File: config.mk
export PLATFORM = sky130hd
export DESIGN_NAME = focus_phase_ctrl
export DESIGN_NICKNAME = d
export VERILOG_FILES = /design/src/rtl/focus_phase_ctrl.sv
export SDC_FILE = /design/constraint.sdc
export NUM_CORES = 1
export LEC_CHECK = 0
export ABC_AREA = 1
export BUFFER_PORTS_ARGS = -buffer_cell sky130_fd_sc_hd__buf_2
export CORE_MARGIN = 1
export CORE_UTILIZATION = 65
export CTS_CLUSTER_SIZE = 14
export DETAILED_ROUTE_END_ITERATION = 10
export PLACE_DENSITY = 0.91
export REMOVE_ABC_BUFFERS = 1
export SYNTH_ARGS = -nofsm -noshare
export SYNTH_HDL_FRONTEND = slang
export SYNTH_SLANG_ARGS = --single-unit
File: constraint.sdc
create_clock -name clk -period 6 [get_ports clk]
set_input_delay 0.3 -clock clk [delete_from_list [all_inputs] [get_ports clk]]
set_output_delay 0.3 -clock clk [all_outputs]
set_load 0.01 [all_outputs]
File: src/rtl/focus_phase_ctrl.sv
// focus_phase_ctrl: focus/break phase scheduler with 1 s prescaler and LED blinker.
// Build option: define LONG_BREAK_EN to give the session's final break LONG_BREAK_SEC.
module focus_phase_ctrl #(
   parameter int CLK_HZ         = 100000000,
   parameter int FOCUS_SEC      = 1500,
   parameter int BREAK_SEC      = 300,
   parameter int ALERT_SEC      = 5,
   parameter int CYCLES         = 4,
   parameter int LONG_BREAK_SEC = 900
) (
   input  logic        clk,
   input  logic        rst_n,
   input  logic        start,
   input  logic        pause,
   input  logic        stop,
   output logic        led,
   output logic [2:0]  phase,
   output logic [11:0] sec_left,
   output logic [3:0]  cycle_cnt,
   output logic        phase_done
);

   localparam int PW = (CLK_HZ > 1) ? $clog2(CLK_HZ) : 1;

   localparam logic [PW-1:0] PRE_MAX = PW'(CLK_HZ - 1);
   localparam logic [PW-1:0] BRK_MAX = PW'(CLK_HZ / 2 - 1);
   localparam logic [PW-1:0] ALR_MAX = PW'(CLK_HZ / 8 - 1);

   localparam logic [11:0] FOCUS_LD = 12'(FOCUS_SEC);
   localparam logic [11:0] BREAK_LD = 12'(BREAK_SEC);
   localparam logic [11:0] ALERT_LD = 12'(ALERT_SEC);
   localparam logic [3:0]  CYC_MAX  = 4'(CYCLES);

`ifdef LONG_BREAK_EN
   localparam logic [11:0] LAST_LD = 12'(LONG_BREAK_SEC);
`else
   localparam logic [11:0] LAST_LD = BREAK_LD;
`endif

   if (CLK_HZ < 8 || (CLK_HZ % 8) != 0 ||
       FOCUS_SEC < 1 || FOCUS_SEC > 4095 ||
       BREAK_SEC < 1 || BREAK_SEC > 4095 ||
       ALERT_SEC < 1 || ALERT_SEC > 4095 ||
       CYCLES < 1 || CYCLES > 15 ||
       LONG_BREAK_SEC < 1 || LONG_BREAK_SEC > 4095) begin : g_bad_cfg
      $error("focus_phase_ctrl: parameter out of range");
   end

   typedef enum logic [2:0] {
      S_IDLE   = 3'd0,
      S_FOCUS  = 3'd1,
      S_BREAK  = 3'd2,
      S_ALERT  = 3'd3,
      S_PAUSED = 3'd4
   } state_t;

   state_t        r_state, w_state;
   state_t        r_saved, w_saved;
   state_t        r_next,  w_next;
   logic [PW-1:0] r_presc, w_presc;
   logic [PW-1:0] r_blink, w_blink;
   logic [PW-1:0] w_bmax;
   logic          r_led,   w_led;
   logic [11:0]   r_sec,   w_sec;
   logic [3:0]    r_cyc,   w_cyc;
   logic          r_done,  w_done;
   logic          w_clr;
   logic          w_active;
   logic          w_tick;
   logic          w_expire;
   logic          w_pause;
   logic          w_start;

   // stop > pause > start; a lower command is dropped when a higher one is present
   assign w_pause  = pause & ~stop;
   assign w_start  = start & ~pause & ~stop;

   assign w_active = (r_state == S_FOCUS) || (r_state == S_BREAK) ||
                     (r_state == S_ALERT);
   assign w_tick   = w_active && (r_presc == PRE_MAX);
   assign w_expire = w_tick && (r_sec == 12'd1);

   always_ff @(posedge clk or negedge rst_n) begin
      if (!rst_n) begin
         r_state <= S_IDLE;
         r_saved <= S_IDLE;
         r_next  <= S_IDLE;
         r_presc <= '0;
         r_blink <= '0;
         r_led   <= 1'b0;
         r_sec   <= 12'd0;
         r_cyc   <= 4'd0;
         r_done  <= 1'b0;
      end else begin
         r_state <= w_state;
         r_saved <= w_saved;
         r_next  <= w_next;
         r_presc <= w_presc;
         r_blink <= w_blink;
         r_led   <= w_led;
         r_sec   <= w_sec;
         r_cyc   <= w_cyc;
         r_done  <= w_done;
      end
   end

   always_comb begin
      w_state = r_state;
      w_saved = r_saved;
      w_next  = r_next;
      w_sec   = r_sec;
      w_cyc   = r_cyc;
      w_done  = 1'b0;
      w_clr   = 1'b0;
      w_presc = r_presc;
      if (w_active) begin
         w_presc = w_tick ? '0 : r_presc + PW'(1);
      end
      if (w_tick) begin
         w_sec = r_sec - 12'd1;
      end

      unique case (r_state)
         S_IDLE: begin
            if (w_start) begin
               w_state = S_FOCUS;
               w_sec   = FOCUS_LD;
               w_cyc   = 4'd0;
               w_clr   = 1'b1;
            end
         end
         S_FOCUS, S_BREAK: begin
            if (stop) begin
               w_state = S_IDLE;
               w_sec   = 12'd0;
               w_cyc   = 4'd0;
               w_clr   = 1'b1;
            end else if (w_pause) begin
               // hold sec_left and prescaler exactly, even on an expiry edge
               w_state = S_PAUSED;
               w_saved = r_state;
               w_sec   = r_sec;
               w_presc = r_presc;
            end else if (w_expire) begin
               w_state = S_ALERT;
               w_sec   = ALERT_LD;
               w_done  = 1'b1;
               w_clr   = 1'b1;
               if (r_state == S_FOCUS) begin
                  w_next = S_BREAK;
                  if (r_cyc != CYC_MAX) begin
                     w_cyc = r_cyc + 4'd1;
                  end
               end else if (r_cyc == CYC_MAX) begin
                  w_next = S_IDLE;
               end else begin
                  w_next = S_FOCUS;
               end
            end
         end
         S_ALERT: begin
            if (stop) begin
               w_state = S_IDLE;
               w_sec   = 12'd0;
               w_cyc   = 4'd0;
               w_clr   = 1'b1;
            end else if (w_expire || w_start) begin
               w_state = r_next;
               w_clr   = 1'b1;
               unique case (r_next)
                  S_FOCUS: w_sec = FOCUS_LD;
                  S_BREAK: w_sec = (r_cyc == CYC_MAX) ? LAST_LD : BREAK_LD;
                  default: w_sec = 12'd0;
               endcase
            end
         end
         S_PAUSED: begin
            if (stop) begin
               w_state = S_IDLE;
               w_sec   = 12'd0;
               w_cyc   = 4'd0;
               w_clr   = 1'b1;
            end else if (w_start) begin
               w_state = r_saved;
            end
         end
         default: begin
            w_state = S_IDLE;
            w_clr   = 1'b1;
         end
      endcase

      if (w_clr) begin
         w_presc = '0;
      end
   end

   always_comb begin
      unique case (r_state)
         S_BREAK: w_bmax = BRK_MAX;
         S_ALERT: w_bmax = ALR_MAX;
         default: w_bmax = PRE_MAX;
      endcase

      w_blink = '0;
      w_led   = r_led;
      if (w_state != r_state) begin
         w_led = (w_state == S_FOCUS) || (w_state == S_BREAK) ||
                 (w_state == S_ALERT);
      end else if ((r_state == S_BREAK) || (r_state == S_ALERT) ||
                   (r_state == S_PAUSED)) begin
         if (r_blink == w_bmax) begin
            w_led = ~r_led;
         end else begin
            w_blink = r_blink + PW'(1);
         end
      end else begin
         w_led = (r_state == S_FOCUS);
      end
   end

   assign led        = r_led;
   assign phase      = r_state;
   assign sec_left   = r_sec;
   assign cycle_cnt  = r_cyc;
   assign phase_done = r_done;

endmodule

==> impl_metrics.json, run 1 <==
{
  "cp_cell_sequence": "inv_2 -> nand3_1 -> a21oi_4 -> nand2_2 -> nand2_2 -> nor2_1 -> inv_1 -> o22ai_1 -> o21ai_0 -> nor2_1",
  "number_of_buffers_created_by_cts": 9,
  "antenna_violations_before_repair": 0,
  "grt_usage": 0.310,
  "maximum_number_of_pins_on_one_net_before_global_route_repair": 81,
  "tns_ps": 0,
  "tritoncts_clock_tree": "done",
  "grt_pass1_vias": 4680,
  "sequential_cell_area_fraction_in_the_yosys_report": 0.380,
  "via_per_inst": 5.81,
  "cts.repair_timing.setup_buffer_count": 0,
  "path_class": "register to register",
  "gr-total-overflow": 0,
  "hpwl_reported_at_the_end_of_detailed_placement_um": 8780,
  "globalplace.congestion": 0.928,
  "placed_instance_area_um2": 5450,
  "timing.critical_path.slowest_stage_cell": "sky130_fd_sc_hd__nor2_1",
  "critical_path.startpoint_type": "register",
  "floorplan.initialDensity": 0.678,
  "synth_area_um2": 5270,
  "clock_h_tree_levels": 3,
  "die_x_extent_um": 92.0,
  "p_total_mw": 1.12,
  "layout-area-overhead-vs-synth_pct": 7.03,
  "final_design_area_no_fill_um2": 5640,
  "synth.yosys.warnings": 0,
  "rsz0062_at_grt": "no",
  "finClkSkew_ps": 9.85,
  "cts_resized": 0,
  "synth-main-ff-cell": "sky130_fd_sc_hd__dfrtp_1",
  "layout-drive-gt1-share": 0.116,
  "worstMarginPinSlew_ps": 1140,
  "synth_unique_cells": 43,
  "antennaDiodeCount": 0,
  "average_footprint_of_a_synthesized_cell_um2": 7.26,
  "root_buffer": "sky130_fd_sc_hd__clkbuf_8",
  "post_synth_inst_count": 726,
  "hold_viol_final": 0,
  "num-fill-cells": 642,
  "worst_skew_pair.late_latency_ps": 360,
  "detail_route.wirelength_um": 12200,
  "drt_pass1_iterations": 5,
  "postSynth.asyncResetShare": 1.00,
  "cp.required_ps": 6290,
  "cts.reportedPaths.clkPinSlew_ps": 80,
  "arrival_ps": 3710,
  "worst_ir_drop_vdd_mv": 0.112,
  "vias": 4965,
  "timing.critical_path.to_type": "register",
  "max-cap-violations": 0,
  "slew_headroom": 0.238,
  "timing.fmax_ghz": 0.292,
  "finish.net_count": 761,
  "ios": 26,
  "fp.dieH_um": 92.0,
  "layout_worst_path_cycle_share": 0.571,
  "postCtsHoldBufs": 0,
  "place.port_buffers": 25,
  "min_delay_worst_type": "primary input to asynchronous set/reset pin",
  "design.die.area_um2": 8470,
  "result_of_the_run": "finished clean",
  "cts.sinks": 80,
  "detail_route.wl_per_cell_um": 14.3,
  "final_cells": 855,
  "grt_pass1_wl_um": 21100,
  "floorplan.rows": 32,
  "clockBufferDepth": 2,
  "setup_viol": 0,
  "leakage_nw": 2.48,
  "core_region_area_um2": 7770,
  "initialDrtViolationCount": 386,
  "minimum_period_implied_by_the_final_worst_setup_slack_ps": 3430,
  "crit-reg2reg-launch": "phase[1]",
  "power_density_relative_to_cell_area_nw_per_um2": 199,
  "critical_path.max_stage_delay_ps": 730,
  "synth.ff_latch_count": 80,
  "largest_fanout_on_the_critical_path": 28,
  "post-place-cells": 839,
  "synth-edff-count": 0,
  "crit_path_start": "phase[1]",
  "drc_errors": 0,
  "drv_slew": 0,
  "ant_nets": 0
}
metal layers:
layer / vias up / track usage / share of wire / wire length [µm]
li1: 2381 / - / - / -
met1: 2359 / 0.392 / 0.43 / 5310
met2: 189 / 0.525 / 0.48 / 5880
met3: 36 / 0.0605 / 0.061 / 742
met4: 0 / 0.117 / 0.025 / 308
met5: - / 0 / 0 / 0
where the power goes:
part,switching (mW),internal (mW)
Clock,0.203,0.192
Sequential,0.0273,0.561
Combinational,0.0943,0.0465
Yosys cell counts (5+ instances only):
library cell | instances | share of area
sky130_fd_sc_hd__inv_1 | 81 | 0.058
sky130_fd_sc_hd__ha_1 | 8 | 0.019
sky130_fd_sc_hd__buf_2 | 5 | 0.0047
sky130_fd_sc_hd__nor2_2 | 25 | 0.030
sky130_fd_sc_hd__xnor2_1 | 15 | 0.025
sky130_fd_sc_hd__nor4_1 | 7 | 0.0083
sky130_fd_sc_hd__nand2_1 | 140 | 0.10
sky130_fd_sc_hd__a21oi_1 | 27 | 0.026
sky130_fd_sc_hd__xor2_1 | 38 | 0.063
sky130_fd_sc_hd__dfrtp_1 | 80 | 0.38
sky130_fd_sc_hd__o21ai_0 | 26 | 0.025
sky130_fd_sc_hd__inv_2 | 5 | 0.0036
sky130_fd_sc_hd__clkbuf_1 | 6 | 0.0043
sky130_fd_sc_hd__nand4_1 | 17 | 0.020
sky130_fd_sc_hd__nand2_2 | 6 | 0.0071
sky130_fd_sc_hd__nor3_1 | 20 | 0.019
sky130_fd_sc_hd__nand3_1 | 44 | 0.042
sky130_fd_sc_hd__a22oi_1 | 6 | 0.0086
sky130_fd_sc_hd__nor2_1 | 125 | 0.089
area by class of cell:
| type | instances | area, µm² | area share |
|---|---|---|---|
| Timing Repair Buffer | 25 | 128 | 0.0226 |
| Sequential cell | 80 | 2000 | 0.355 |
| Multi-Input combinational cell | 546 | 2870 | 0.509 |
| Tap cell | 102 | 128 | 0.0226 |
| Inverter | 86 | 323 | 0.0573 |
| Clock buffer | 11 | 131 | 0.0233 |
| Clock inverter | 5 | 57.6 | 0.0102 |
state kept, by name, summed over array words and instances (netlist names):
signal,cells
cycle_cnt,4
led,1
phase,3
phase_done,1
r_blink,27
r_next,2
r_presc,27
r_saved,3
sec_left,12
cell usage in the layout (no fill, tap or decap), types with 3 or more instances in the layout:
cell	count
sky130_fd_sc_hd__nand2_1	140
sky130_fd_sc_hd__nor2_1	125
sky130_fd_sc_hd__inv_1	81
sky130_fd_sc_hd__dfrtp_1	80
sky130_fd_sc_hd__nand3_1	44
sky130_fd_sc_hd__xor2_1	38
sky130_fd_sc_hd__a21oi_1	27
sky130_fd_sc_hd__o21ai_0	26
sky130_fd_sc_hd__nor2_2	25
sky130_fd_sc_hd__buf_2	24
sky130_fd_sc_hd__nor3_1	20
sky130_fd_sc_hd__nand4_1	17
sky130_fd_sc_hd__xnor2_1	15
sky130_fd_sc_hd__clkbuf_8	9
sky130_fd_sc_hd__ha_1	8
sky130_fd_sc_hd__nor4_1	7
sky130_fd_sc_hd__nand2_2	6
sky130_fd_sc_hd__a22oi_1	6
sky130_fd_sc_hd__inv_2	5
sky130_fd_sc_hd__or2_2	4
sky130_fd_sc_hd__o22ai_1	4
sky130_fd_sc_hd__o211ai_1	4
sky130_fd_sc_hd__a31oi_1	3
sky130_fd_sc_hd__clkinvlp_4	3
worst paths after layout:
path,end,slack (ps),cells after the start
worst max-delay path,r_presc[7],2570,10
worst min register to register,r_blink[0],470,1
min in group clk,cycle_cnt[1],370,4
worst max register to register,r_presc[7],2570,10
worst min-delay path,r_presc[5],100,1
max in group asynchronous,r_presc[20],5260,1
per-stage QoR:
| step | hold slack [ps] | worst slack (ps) | util |
|---|---|---|---|
| floorplan | 4.41 | 3370 | - |
| global placement | 444 | 2810 | 0.702 |
| detailed placement | 459 | 2680 | 0.702 |
| CTS | 142 | 2640 | 0.726 |
| global route | 186 | 2390 | 0.726 |
| finish | 97.7 | 2570 | 0.726 |
critical path, delay by kind of cell (launching register included):
family	cells	cell delay, ps
flops	1	530
buf+inv	2	500
compound gates	3	530
simple gates	5	1790
logic make-up after synthesis:
family                   after synthesis  share of synthesized area
buffers and inverters                100                     0.0753
adder cells (fa/ha/maj)                8                     0.0190
flip-flops                            80                      0.380
AND/OR/NAND/NOR                      403                      0.346
AO/OA/AOI/OAI                         82                     0.0919
XOR/XNOR                              53                     0.0881
No activity file was read; power rests on OpenSTA's default activity.
==> run 2, diff against run 1 <==
--- a/config.mk
+++ b/config.mk
@@ -8,10 +8,10 @@
 export ABC_AREA = 1
 export BUFFER_PORTS_ARGS = -buffer_cell sky130_fd_sc_hd__buf_2
 export CORE_MARGIN = 1
-export CORE_UTILIZATION = 65
+export CORE_UTILIZATION = 62
 export CTS_CLUSTER_SIZE = 14
 export DETAILED_ROUTE_END_ITERATION = 10
-export PLACE_DENSITY = 0.91
+export PLACE_DENSITY = 0.87
 export REMOVE_ABC_BUFFERS = 1
 export SYNTH_ARGS = -nofsm -noshare
 export SYNTH_HDL_FRONTEND = slang
==> constraint.sdc (replaced) <==
create_clock -name clk -period 3.57 [get_ports clk]
set_input_delay 0.1785 -clock clk [delete_from_list [all_inputs] [get_ports clk]]
set_output_delay 0.1785 -clock clk [all_outputs]
set_load 0.01 [all_outputs]
==> impl_metrics.json, run 2 (synthesized netlist as in run 1, its figures left out) <==
{
  "min_delay_worst_type": "primary input to asynchronous set/reset pin",
  "ant_nets": 0,
  "worst_r2r_path_depth": 9,
  "number_of_buffers_created_by_cts": 9,
  "most_common_cell_after_layout_fill_and_taps_aside": "sky130_fd_sc_hd__nand2_1",
  "worst_skew_pair.late_latency_ps": 360,
  "design.die.area_um2": 8870,
  "tns_ps": 0,
  "crit_path_start": "phase[1]",
  "finish.net_count": 763,
  "cp.required_ps": 3860,
  "layout_worst_path_cycle_share": 0.861,
  "leakage_nw": 2.51,
  "worstMarginPinSlew_ps": 1180,
  "maximum_number_of_pins_on_one_net_before_global_route_repair": 81,
  "internal_power_mw": 1.42,
  "timing.critical_path.to_type": "register",
  "cts.repair_timing.setup_buffer_count": 0,
  "cts.reportedPaths.clkPinSlew_ps": 90,
  "hpwl_reported_at_the_end_of_detailed_placement_um": 8980,
  "drt_pass1_iterations": 5,
  "crit-reg2reg-launch": "phase[1]",
  "largest_fanout_on_the_critical_path": 19,
  "max-cap-violations": 0,
  "globalplace.congestion": 1.01,
  "setup_viol": 0,
  "antennaDiodeCount": 0,
  "floorplan.initialDensity": 0.641,
  "initialDrtViolationCount": 475,
  "cts_resized": 0,
  "clockBufferDepth": 2,
  "grt_pass1_wl_um": 21100,
  "postCtsHoldBufs": 0,
  "timing.fmax_ghz": 0.325,
  "worst_ir_drop_vdd_mv": 0.221,
  "mostFrequentLayoutCells": "140 x sky130_fd_sc_hd__nand2_1, 125 x sky130_fd_sc_hd__nor2_1, 81 x sky130_fd_sc_hd__inv_1",
  "place.port_buffers": 25,
  "cts.sinks": 80,
  "die_x_extent_um": 94.2,
  "path_class": "register to register",
  "power_density_relative_to_cell_area_nw_per_um2": 348,
  "layout-drive-gt1-share": 0.118,
  "critical_path.startpoint_type": "register",
  "fp.dieH_um": 94.2,
  "clock_power_share": 0.375,
  "ios": 26,
  "p_seq_frac": 0.503,
  "power.combinational.fraction": 0.121,
  "rr_endpoint": "r_presc[0]",
  "antenna_violations_before_repair": 0,
  "drv_slew": 0,
  "floorplan.rows": 33,
  "minimum_period_implied_by_the_final_worst_setup_slack_ps": 3070,
  "core_region_area_um2": 8220,
  "detail_route.wl_per_cell_um": 14.8,
  "finalHoldWorstSlack_ps": -15.6,
  "gr-total-overflow": 0,
  "ff2ff_setup_slack_ps": 500,
  "p_total_mw": 1.98,
  "root_buffer": "sky130_fd_sc_hd__clkbuf_8",
  "layout-area-overhead-vs-synth_pct": 7.84,
  "slew_headroom": 0.214,
  "arrival_ps": 3360,
  "rsz0062_at_grt": "no",
  "via_per_inst": 5.85,
  "finClkSkew_ps": 16.7,
  "drc_errors": 0,
  "violations": "negative hold slack",
  "vias": 5033,
  "result_of_the_run": "finished, violations left",
  "switching_share": 0.283,
  "num-fill-cells": 652,
  "netSwitchingPower_mw": 0.560,
  "detail_route.wirelength_um": 12700,
  "clock_h_tree_levels": 3,
  "tritoncts_clock_tree": "done",
  "grt_usage": 0.303,
  "hold_viol_final": 17,
  "grt_pass1_vias": 4814
}
-- run 2: metal layers --
layer	wire, µm	GRT usage
met1	5430	0.377
met3	784	0.0469
met4	386	0.151
met5	0	0
met2	6100	0.506
-- run 2: worst max path at each step --
stage	cells after the start	to	slack, ps
final	9	r_presc[0]	500
after global routing	9	r_presc[0]	330
after CTS	9	r_presc[0]	610
after detailed placement	9	r_presc[0]	650
after global placement	9	r_presc[0]	780
after floorplan	9	r_presc[0]	940
-- run 2: worst max-delay path: stages (launching register included) --
cell and delay (ps):
sky130_fd_sc_hd__dfrtp_1 540, sky130_fd_sc_hd__inv_2 120, sky130_fd_sc_hd__nand3_1 230, sky130_fd_sc_hd__a21oi_4 140
sky130_fd_sc_hd__nand2_2 310, sky130_fd_sc_hd__nand2_2 80, sky130_fd_sc_hd__nor2_1 670, sky130_fd_sc_hd__inv_1 400
sky130_fd_sc_hd__or2_2 380, sky130_fd_sc_hd__a21oi_1 120
-- run 2: final cells by class --
class	count	area (µm²)	share of cell area
inverter	86	323	0.0568
timing repair buffer	27	143	0.0251
sequential	80	2000	0.352
tap	105	131	0.0231
multi-input combinational	546	2870	0.505
clock buffer	11	131	0.0231
clock inverter	5	81.3	0.0143
-- run 2: metrics by stage --
| stage | cell area [µm²] | setup slack [ps] | utilization | cells |
|---|---|---|---|---|
| final | 5680 | 497 | 0.691 | 860 |
| after global routing | 5680 | 327 | 0.691 | 860 |
| after CTS | 5680 | 608 | 0.691 | 860 |
| after detailed placement | 5470 | 651 | 0.665 | 844 |
| after global placement | 5470 | 784 | 0.665 | 844 |
| after floorplan | 5190 | 938 | - | 712 |
-- run 2: power groups by stage --
| stage | clock network (mW) | registers [mW] | logic [mW] |
|---|---|---|---|
| final | 0.742 | 0.995 | 0.240 |
| after global routing | 0.784 | 1.00 | 0.272 |
| after CTS | 0.742 | 0.994 | 0.239 |
| after detailed placement | 0 | 1.01 | 0.236 |
| after global placement | 0 | 1.01 | 0.227 |
| after floorplan | 0 | 1.01 | 0.134 |
==> run 3, diff against run 2 <==
--- a/config.mk
+++ b/config.mk
@@ -5,13 +5,12 @@
 export SDC_FILE = /design/constraint.sdc
 export NUM_CORES = 1
 export LEC_CHECK = 0
-export ABC_AREA = 1
 export BUFFER_PORTS_ARGS = -buffer_cell sky130_fd_sc_hd__buf_2
 export CORE_MARGIN = 1
 export CORE_UTILIZATION = 62
 export CTS_CLUSTER_SIZE = 14
 export DETAILED_ROUTE_END_ITERATION = 10
-export PLACE_DENSITY = 0.87
+export PLACE_DENSITY = 0.88
 export REMOVE_ABC_BUFFERS = 1
 export SYNTH_ARGS = -nofsm -noshare
 export SYNTH_HDL_FRONTEND = slang
==> impl_metrics.json, run 3 <==
{
  "cts.sinks": 80,
  "clock_h_tree_levels": 3,
  "synth_top_cells_by_area": "sky130_fd_sc_hd__dfrtp_1 40%, sky130_fd_sc_hd__nor2_1 4.4%, sky130_fd_sc_hd__a21oi_1 4.3%",
  "ios": 26,
  "ff2ff_setup_slack_ps": 380,
  "cts_resized": 0,
  "die_x_extent_um": 92.2,
  "gr-total-overflow": 0,
  "p_total_mw": 2.04,
  "cp_cell_sequence": "or4_1 -> nor3_2 -> nand4_1 -> o21ai_1 -> or3_1 -> a21o_1 -> buf_4 -> nor2_2",
  "timing.fmax_ghz": 0.313,
  "synth_area_um2": 5040,
  "finalHoldWorstSlack_ps": -19.4,
  "tns_ps": 0,
  "antennaDiodeCount": 0,
  "sequential_cell_area_fraction_in_the_yosys_report": 0.397,
  "worst_skew_pair.late_latency_ps": 360,
  "drv_slew": 0,
  "critical_path.startpoint_type": "register",
  "floorplan.rows": 32,
  "global_route.peak_usage_layer": "met2",
  "cts.reportedPaths.clkPinSlew_ps": 90,
  "fp.dieH_um": 92.2,
  "global_route.usage.met2": 0.496,
  "final_cells": 701,
  "postCtsHoldBufs": 0,
  "drc_errors": 0,
  "postSynth.asyncResetShare": 1.00,
  "detail_route.wirelength_um": 11700,
  "multi_input_comb_area_um2": 2850,
  "core_region_area_um2": 7810,
  "detail_route.wl_per_cell_um": 16.7,
  "slew_headroom": 0.335,
  "ant_nets": 0,
  "postLayoutSetupSlackWorst_ps": 376,
  "violations": "negative hold slack",
  "max-cap-violations": 0,
  "worstMarginPinSlew_ps": 997,
  "synth_top_cell_by_area": "sky130_fd_sc_hd__dfrtp_1",
  "ff_latch_area_um2": 2000,
  "grt_pass1_wl_um": 19800,
  "gr-usage-met1": 0.379,
  "num-fill-cells": 586,
  "synth_unique_cells": 71,
  "finClkSkew_ps": 12.1,
  "crit_buf_inv": 1,
  "minimum_period_implied_by_the_final_worst_setup_slack_ps": 3190,
  "grt_usage": 0.292,
  "arrival_ps": 3440,
  "synth_largest_type_area_fraction": 0.397,
  "layout_worst_path_cycle_share": 0.895,
  "floorplan.initialDensity": 0.646,
  "synth.yosys.warnings": 0,
  "clockBufferDepth": 2,
  "tritoncts_clock_tree": "done",
  "library_cell_with_the_highest_instance_count_after_synthesis": "sky130_fd_sc_hd__dfrtp_1",
  "timing.critical_path.to_type": "register",
  "antenna_violations_before_repair": 0,
  "synth-main-ff-cell": "sky130_fd_sc_hd__dfrtp_1",
  "place.port_buffers": 25,
  "vias": 4573,
  "maximum_number_of_pins_on_one_net_before_global_route_repair": 81,
  "drt_pass1_iterations": 5,
  "number_of_buffers_created_by_cts": 9,
  "min_delay_worst_type": "primary input to asynchronous set/reset pin",
  "root_buffer": "sky130_fd_sc_hd__clkbuf_8",
  "worst_ir_drop_vdd_mv": 0.199,
  "average_footprint_of_a_synthesized_cell_um2": 8.71,
  "post-place-cells": 685,
  "timing.critical_path.max_delay_family": "simple AND/OR/NAND/NOR gates",
  "yosys-top-cells-count": "80 x sky130_fd_sc_hd__dfrtp_1, 59 x sky130_fd_sc_hd__nor2_1, 50 x sky130_fd_sc_hd__nand2_1, 43 x sky130_fd_sc_hd__a21oi_1, 30 x sky130_fd_sc_hd__nand3_1",
  "synth.ff_latch_count": 80,
  "initialDrtViolationCount": 419,
  "cp.required_ps": 3810,
  "cts.repair_timing.setup_buffer_count": 0,
  "setup_viol": 0,
  "path_class": "register to register",
  "layout-area-overhead-vs-synth_pct": 8.41,
  "hold_viol_final": 25,
  "leakage_nw": 2.26,
  "critical_path.max_stage_delay_ps": 650,
  "via_per_inst": 6.52,
  "design.die.area_um2": 8500,
  "most_common_cell_after_layout_fill_and_taps_aside": "sky130_fd_sc_hd__dfrtp_1",
  "result_of_the_run": "finished, violations left",
  "use_met3": 0.0415,
  "layout-drive-gt1-share": 0.135,
  "dpl_worst_slack_ps": 418,
  "rsz0062_at_grt": "no",
  "hpwl_reported_at_the_end_of_detailed_placement_um": 8090,
  "globalplace.congestion": 1.03,
  "post_synth_inst_count": 579,
  "power_density_relative_to_cell_area_nw_per_um2": 374,
  "mostFrequentLayoutCells": "80 x sky130_fd_sc_hd__dfrtp_1, 59 x sky130_fd_sc_hd__nor2_1, 50 x sky130_fd_sc_hd__nand2_1",
  "finish.net_count": 607,
  "largest_fanout_on_the_critical_path": 14,
  "grt_pass1_vias": 4285,
  "timing.critical_path.slowest_stage_cell": "sky130_fd_sc_hd__or4_1",
  "synth-edff-count": 0
}
-- run 3: changes by cell type after synthesis, moves of 11 or more --
cell / previous run / this run
sky130_fd_sc_hd__a21oi_1: 27 / 43
sky130_fd_sc_hd__nand3_1: 44 / 30
sky130_fd_sc_hd__nand2_1: 140 / 50
sky130_fd_sc_hd__inv_1: 81 / 16
sky130_fd_sc_hd__nor2_1: 125 / 59
sky130_fd_sc_hd__nor2_2: 25 / 8
sky130_fd_sc_hd__clkbuf_1: 6 / 24
sky130_fd_sc_hd__or3_1: 1 / 12
sky130_fd_sc_hd__xor2_1: 38 / 21
-- run 3: worst register-to-register path, cell delays in order (launching register included) --
cell,delay (ps)
sky130_fd_sc_hd__dfrtp_1,460
sky130_fd_sc_hd__or4_1,650
sky130_fd_sc_hd__nor3_2,320
sky130_fd_sc_hd__nand4_1,290
sky130_fd_sc_hd__o21ai_1,220
sky130_fd_sc_hd__or3_1,160
sky130_fd_sc_hd__a21o_1,490
sky130_fd_sc_hd__buf_4,420
sky130_fd_sc_hd__nor2_2,90
-- run 3: kinds of logic after synthesis --
group                    Yosys count  synth area share
adder cells (fa/ha/maj)            8            0.0199
buffers and inverters             45            0.0387
XOR/XNOR                          32            0.0556
multiplexers                       4           0.00844
flip-flops                        80             0.397
AND/OR/NAND/NOR                  285             0.326
AO/OA/AOI/OAI                    125             0.154
-- run 3: power by group --
| part | leakage, nW | switching [mW] | internal [mW] | total, mW |
|---|---|---|---|---|
| clock network | 0.124 | 0.345 | 0.466 | 0.811 |
| registers | 1.11 | 0.0493 | 0.938 | 0.987 |
| logic | 1.03 | 0.161 | 0.0825 | 0.244 |
-- run 3: final cells by class --
| type | instances | share of cell area |
|---|---|---|
| tap | 102 | 0.0234 |
| sequential | 80 | 0.366 |
| clock buffer | 9 | 0.0227 |
| timing repair buffer | 32 | 0.0330 |
| inverter | 17 | 0.0117 |
| clock inverter | 7 | 0.0215 |
| multi-input combinational | 454 | 0.522 |
-- run 3: final timing paths --
path | from | end | cells after the start
max in group asynchronous | rst_n | r_presc[13] | 1
worst max register to register | sec_left[5] | r_blink[22] | 8
worst min-delay path | rst_n | sec_left[6] | 1
worst min register to register | r_blink[0] | r_blink[0] | 1
min in group clk | pause | phase_done | 2
worst max-delay path | sec_left[5] | r_blink[22] | 8
-- run 3: stage by stage --
| stage | hold WS, ps | utilization | instance area (µm²) |
|---|---|---|---|
| floorplan | -117 | - | 4910 |
| global placement | 399 | 0.669 | 5220 |
| detailed placement | 411 | 0.669 | 5220 |
| CTS | 20.4 | 0.700 | 5470 |
| global route | 58.5 | 0.700 | 5470 |
| finish | -19.4 | 0.700 | 5470 |
-- run 3: per-layer routing --
metal | vias to the layer above | wire length (µm)
met4 | 0 | 185
li1 | 2148 | -
met2 | 181 | 5930
met5 | - | 0
met3 | 27 | 698
met1 | 2217 | 4900
